**src/rtl/branch_predictor.sv**
```systemverilog
// branch_predictor: direct-mapped branch predictor with 2-bit saturating
// counters and a stored branch target per entry.
// Optional build macro: BP_TAG_CHECK_EN. When it is defined, entries carry
// a tag and a hit needs a tag match. When it is undefined, no tags are
// stored and PCs that share an index also share an entry.
module branch_predictor #(
    parameter int ENTRIES = 16,
    parameter int IDX_W   = 4
) (
    input  logic        clock,
    input  logic        reset,
    input  logic [31:0] fetch_pc,
    output logic        prediction,
    output logic [31:0] predicted_target,
    output logic [1:0]  pred_state,
    input  logic        update_valid,
    input  logic [31:0] update_pc,
    input  logic        update_taken,
    input  logic [31:0] update_target
);

    localparam int TAG_W = 32 - IDX_W - 2;

    logic [ENTRIES-1:0]       valid_q;
    logic [ENTRIES-1:0][31:0] target_q;
    logic [ENTRIES-1:0][1:0]  ctr_q;

    logic [IDX_W-1:0] f_idx;
    logic [IDX_W-1:0] u_idx;
    logic             f_tag_ok;
    logic             u_tag_ok;
    logic             f_hit;
    logic             u_hit;
    logic [1:0]       u_ctr;
    logic [1:0]       u_ctr_nxt;

    // Word-aligned PCs: the two low bits never take part in lookup.
    logic unused_lsb;
    assign unused_lsb = ^{fetch_pc[1:0], update_pc[1:0]};

    assign f_idx = fetch_pc[IDX_W+1:2];
    assign u_idx = update_pc[IDX_W+1:2];

`ifdef BP_TAG_CHECK_EN
    logic [ENTRIES-1:0][TAG_W-1:0] tag_q;

    assign f_tag_ok = (tag_q[f_idx] == fetch_pc[31:IDX_W+2]);
    assign u_tag_ok = (tag_q[u_idx] == update_pc[31:IDX_W+2]);

    // Tag is written only on allocation; it is meaningless while valid=0,
    // so it needs no reset.
    always_ff @(posedge clock) begin
        if (reset && update_valid && !u_hit && update_taken)
            tag_q[u_idx] <= update_pc[31:IDX_W+2];
    end
`else
    // Without tags the upper PC bits are intentionally ignored (aliasing).
    logic unused_tag;
    assign unused_tag = ^{fetch_pc[31:IDX_W+2], update_pc[31:IDX_W+2]};
    assign f_tag_ok   = 1'b1;
    assign u_tag_ok   = 1'b1;
`endif

    assign f_hit = valid_q[f_idx] & f_tag_ok;
    assign u_hit = valid_q[u_idx] & u_tag_ok;

    // Lookup reads the registered table, so a same-cycle update is only
    // visible from the next cycle.
    always_comb begin
        prediction       = f_hit & ctr_q[f_idx][1];
        predicted_target = prediction ? target_q[f_idx] : 32'h0;
        pred_state       = valid_q[f_idx] ? ctr_q[f_idx] : 2'b00;
    end

    // Saturating counter step for the entry being updated.
    always_comb begin
        u_ctr     = ctr_q[u_idx];
        u_ctr_nxt = u_ctr;
        if (update_taken) begin
            if (u_ctr != 2'b11) u_ctr_nxt = u_ctr + 2'b01;
        end else begin
            if (u_ctr != 2'b00) u_ctr_nxt = u_ctr - 2'b01;
        end
    end

    // Table update: reset wins over any update presented in the same cycle;
    // a hit trains the counter, a taken miss allocates, a not-taken miss is
    // dropped.
    always_ff @(posedge clock) begin
        if (!reset) begin
            for (int i = 0; i < ENTRIES; i++) begin
                valid_q[i] <= 1'b0;
                ctr_q[i]   <= 2'b01;
            end
        end else if (update_valid) begin
            if (u_hit) begin
                ctr_q[u_idx] <= u_ctr_nxt;
                if (update_taken) target_q[u_idx] <= update_target;
            end else if (update_taken) begin
                valid_q[u_idx]  <= 1'b1;
                target_q[u_idx] <= update_target;
                ctr_q[u_idx]    <= 2'b10;
            end
        end
    end

endmodule

```
**config.mk**
```make
export PLATFORM = sky130hd
export DESIGN_NAME = branch_predictor
export DESIGN_NICKNAME = d
export VERILOG_FILES = /design/src/rtl/branch_predictor.sv
export SDC_FILE = /design/constraint.sdc
export NUM_CORES = 1
export LEC_CHECK = 0
export BUFFER_PORTS_ARGS = -buffer_cell sky130_fd_sc_hd__buf_2
export CAP_MARGIN = 20
export CORE_MARGIN = 4
export CORE_UTILIZATION = 35
export CTS_CLUSTER_DIAMETER = 30
export DETAILED_ROUTE_END_ITERATION = 10
export SLEW_MARGIN = 15
export SYNTH_ARGS = -nofsm -noshare
export SYNTH_HDL_FRONTEND = slang
export SYNTH_SLANG_ARGS = --single-unit
export TNS_END_PERCENT = 30
```
**constraint.sdc**
```tcl
create_clock -name clock -period 8.15 [get_ports clock]
set_input_delay 0.815 -clock clock [delete_from_list [all_inputs] [get_ports clock]]
set_output_delay 0.815 -clock clock [all_outputs]
set_load 0.01 [all_outputs]
```
After elaboration in Yosys (flattened, before gate mapping) --
Index checks and enable logic that the tools add are counted.
Word-level totals: word-level logic and storage cells 76, memories kept 0, register bits after elaboration 560, input bits 100, latch bits 0, output and inout bits 35, memory bits (writable) 0, memory bits (read-only) 0
Cells by class: order comparisons 3, shift-type cells 0, reductions and logical operators 6, equality and inequality tests 1, div/mod/pow operators 0, mux-type cells 25, bitwise logic cells 6, multipliers 0, add/subtract/negate cells 2
Operator list (number):
- bitwise mux 512 bit | 1
- two-way mux 32 bit | 5
- binary-select mux 32 bit (select 4 bit) | 1
- demux 32 bit (select 4 bit) | 1
- bitwise mux 32 bit | 1
- bitwise OR 16 bit | 2
- bitwise AND 16 bit | 1
- binary-select mux 2 bit (select 4 bit) | 2
- inverter 16 bit | 1
- two-way mux 2 bit | 7
- less-than comparator 4 x 5 -> 1 bit (second input constant) | 2
- binary-select mux 1 bit (select 4 bit) | 2
- demux 2 bit (select 4 bit) | 1
- AND reduction 3 bit | 2
- demux 1 bit (select 4 bit) | 1
- >= comparator 4 x 1 -> 1 bit (second input constant) | 1
- nonzero test 2 bit | 2
- two-way mux 1 bit | 3
- adder 2 x 1 -> 2 bit (second input constant) | 1
- inequality test 2 bit (second input constant) | 1
- AND reduction 2 bit | 1
- subtractor 2 x 1 -> 2 bit (second input constant) | 1
- bitwise AND 1 bit | 1
- logical AND 1 bit | 1
- inverter 1 bit | 1

Longest topological paths before layout --
depth in word-level cells 8, depth in mapped cells 8, mapped depth without buffers 5

Worst setup path before layout --
Ideal clock, no wire load.
path kind input-to-output, from input port fetch_pc[2], to output port predicted_target[0], required time 7.335 ns, stages 6, path buffers 3, setup slack 4.448 ns, arrival time 2.887 ns, path through clkbuf_1 -> clkbuf_1 -> buf_2 -> mux4_2 -> mux4_2 -> and3_1
On the way: word-level cells in the longest chain between the ends 4
Ends and longest elaborated chain:
- start, declared | line 12 | input logic [31:0] fetch_pc,
- binary-select mux 1 bit (select 4 bit) or binary-select mux 2 bit (select 4 bit) (tied branches) | line 64, 70
- two-way mux 1 bit (not written as such) or two-way mux 2 bit (tied branches) | line 64, 70
- bitwise AND 1 bit | line 70 | prediction = f_hit & ctr_q[f_idx][1];
- two-way mux 32 bit (*) | line 71 | predicted_target = prediction ? target_q[f_idx] : 32'h0;
- end, declared | line 14 | output logic [31:0] predicted_target,
Mark *: on every way between the ends. The rest lies on a longest branch, timed or not. The select of a mux whose other input is x is not followed.

Worst setup path in the final report --
from input port fetch_pc[4], to output port predicted_target[31]
Same word-level chain as after synthesis.

==> out/results.ini <==
[global_routing]
overflow = 0
antenna_found_initial = 4
grt_max_degree = 80
grt_pass1_wl_um = 80770
grt_pass1_vias = 12180
grt_usage = 0.1626

[final_layout]
drive_above_1_share = 0.3641
fill_cells = 5481
design_area_um2 = 27380
fin_cells = 2139
area_growth_pct = 22.97
fin_nets = 1299

[clock_network]
clock_sinks = 560
cts_tree = built
hold_buffers = 0
insertion_delay_ns = 0.63
cts_max_level = 3
cts_setup_buffers = 0
numCtsBuffers = 107
clock_path_buffers = 3
cts.clk_slew.worst_paths_ns = 0.04
ctsResizeCount = 0
cts_root_buffer = clkbuf_16

[sta]
hold_viol = 0
max_freq_ghz = 0.2180
whs_ns = 0.4892
post-route-min-period_ns = 4.588
setup_viol = 0
slew_viol_final = 0
tns_ns = 0
tightest_slew_ns = 1.112
relSlewSlack = 0.2558
rsz0062_at_grt = false
clock_skew_ns = 0.02550
fin_crit_sh = 0.5629

[power]
combPwrFrac = 0.034
p_seq_frac = 0.405
power_uw = 7830
clkPwrFrac = 0.561
power_density_nw_per_um2 = 285.9
cellLeakagePower_uw = 0.008909
peakVddDrop_v = 0.0001762
p_switching_uw = 1611
p_sw_frac = 0.2058
intPower_uw = 6218

[critical_path]
critical_path_arrival_ns = 3.77
start_kind = input port
crit_chain = buf_6 -> buf_4 -> mux4_2 -> mux4_2 -> and3_1 -> buf_2
end_kind = output pin
crit_fanout = 79
r2r-start = valid_q[11]
max_stage_delay_ns = 0.86
path_delay_family = buffers and inverters
worstPathBufferInverterCount = 3
cp.required_ns = 7.34
crit_start = fetch_pc[4]
critPathSlowestCell = buf_4
worst_path_most_repeated_cell = mux4_2
path_class = in2out

[floorplan]
dieArea_um2 = 67720
initial_core_util = 0.3530
die_y_um = 260.2
core_area_um2 = 63080
rows = 92
ioPinCount = 135
dieWidth_um = 260.2

[detailed_routing]
drt_iter0_drc = 1085
wire_per_inst_um = 25.53
routed.top_layer = met4
drc = 0
vias = 11480
m1WireLength_um = 23140
wl_met3_um = 3469
routed_wirelength_um = 54610
detail-route-antenna-nets = 0
dr.pass1.iters = 6
viasPerCell = 5.368
wl_met2_um = 26760

[yosys]
synth_area_um2 = 22270
synth_cell_types = 33
ys_top_cells_by_area = edfxtp_1 (69%), mux4_2 (19%), dfxtp_1 (4.3%)
syn_area_per_cell_um2 = 20.89
synth-seq-cells = 560
synthesis.instances = 1066
ys_async_sr_fraction = 0
synth_enable_flop_cells = 512
yosys_warnings = 0
synth_common_cells = edfxtp_1 (512), mux4_2 (184), dfxtp_1 (48), clkbuf_1 (46), nor2_1 (42)
yosysTopAreaCellShare = 0.6904
syn_nets = 1166
synth_largest_area_cell = edfxtp_1
synth_ff_type = edfxtp_1
yosysMostFrequentCell = edfxtp_1
seq_area_frac_synth = 0.7336

[placed_design]
placed_cells = 1936
placed_area_um2 = 23690
place.gp.congestion = 0.7927
hpwl_um = 25820
io_buffers = 78

[outcome]
status = finished, final reports clean

[worst_hold_path]
worstHoldStart = valid_q[6]
hold_path_class = reg2reg

[job]
drv_cap = 0

==> cell type report <==
class	instances	area (µm²)	share of cell area
antenna	2	5.005	0.0001828
clock buffer	120	2769	0.1011
clock inverter	81	917.1	0.03349
inverter	3	11.26	0.0004112
multi-input combinational	428	5720	0.2089
sequential	560	16340	0.5965
tap	846	1059	0.03865
timing repair buffer	99	566.8	0.02070
==> worst reg2reg max path: stages, from the launching register on <==
cell      delay [ns]
dfxtp_1         0.32
mux4_2          0.47
a22o_1          0.32
o31ai_4         0.88
nor2_1          0.09
a311oi_1        0.34
==> power by group through the flow <==
| stage | combinational, µW | clock (µW) | sequential, µW |
|---|---|---|---|
| 5_1_grt | 291 | 4630 | 3160 |
| 2_1_floorplan | 175 | 0 | 3220 |
| 3_3_place_gp | 267 | 0 | 3220 |
| 6_report | 269 | 4390 | 3170 |
| 4_1_cts | 273 | 4470 | 3170 |
| 3_5_place_dp | 273 | 0 | 3220 |
==> final timing paths <==
check | slack (ns) | endpoint | depth (start not counted)
min | 0.49 | valid_q[6] | 1
min reg2reg | 0.49 | valid_q[6] | 1
max reg2reg | 5.61 | ctr_q[11] | 5
max | 3.56 | predicted_target[31] | 6
==> sequential cells by signal, indices dropped and copies added (netlist names) <==
register  flops
target_q    512
ctr_q        32
valid_q      16
==> stage by stage <==
stage	worst slack, ns	util
2_1_floorplan	4.448	-
3_3_place_gp	3.486	0.3756
3_5_place_dp	3.489	0.3756
4_1_cts	3.492	0.4340
5_1_grt	3.338	0.4340
6_report	3.562	0.4341
==> placed cells by master (no fill, tap or decap), types with 5 or more instances in the layout <==
| cell | Yosys | final |
|---|---|---|
| a21oi_1 | 13 | 13 |
| a311oi_1 | 12 | 12 |
| a31oi_1 | 6 | 6 |
| and3_1 | 36 | 36 |
| buf_2 | 20 | 75 |
| buf_4 | 1 | 22 |
| bufinv_16 | 0 | 16 |
| clkbuf_1 | 46 | 11 |
| clkbuf_16 | 0 | 109 |
| clkinv_1 | 0 | 21 |
| clkinv_2 | 0 | 20 |
| clkinv_4 | 0 | 5 |
| clkinvlp_4 | 0 | 11 |
| dfxtp_1 | 48 | 48 |
| edfxtp_1 | 512 | 512 |
| mux4_2 | 184 | 184 |
| nand2_1 | 23 | 23 |
| nand3_1 | 15 | 14 |
| nor2_1 | 42 | 26 |
| nor2_4 | 0 | 16 |
| nor3_1 | 18 | 18 |
| o211ai_1 | 16 | 16 |
| o21a_1 | 16 | 16 |
| o21ai_0 | 19 | 19 |
==> logic make-up (layout without fill, tap and decap cells) <==
| group | Yosys count | in the layout | synth area share |
|---|---|---|---|
| DFF | 560 | 560 | 0.7336 |
| muxes | 187 | 187 | 0.1896 |
| and+or+nand+nor | 150 | 150 | 0.03309 |
| AOI/OAI and AO/OA | 89 | 89 | 0.02764 |
| buffers and inverters | 78 | 303 | 0.01517 |
| adders and majority gates | 2 | 2 | 0.0008990 |
| other | 0 | 2 | 0 |
==> layer usage <==
metal,up-vias,track usage
li1,4835,-
met1,6162,0.2210
met2,399,0.2648
met3,87,0.03593
met4,0,0.04801
met5,-,0
Power figures use the tool's default switching activity.
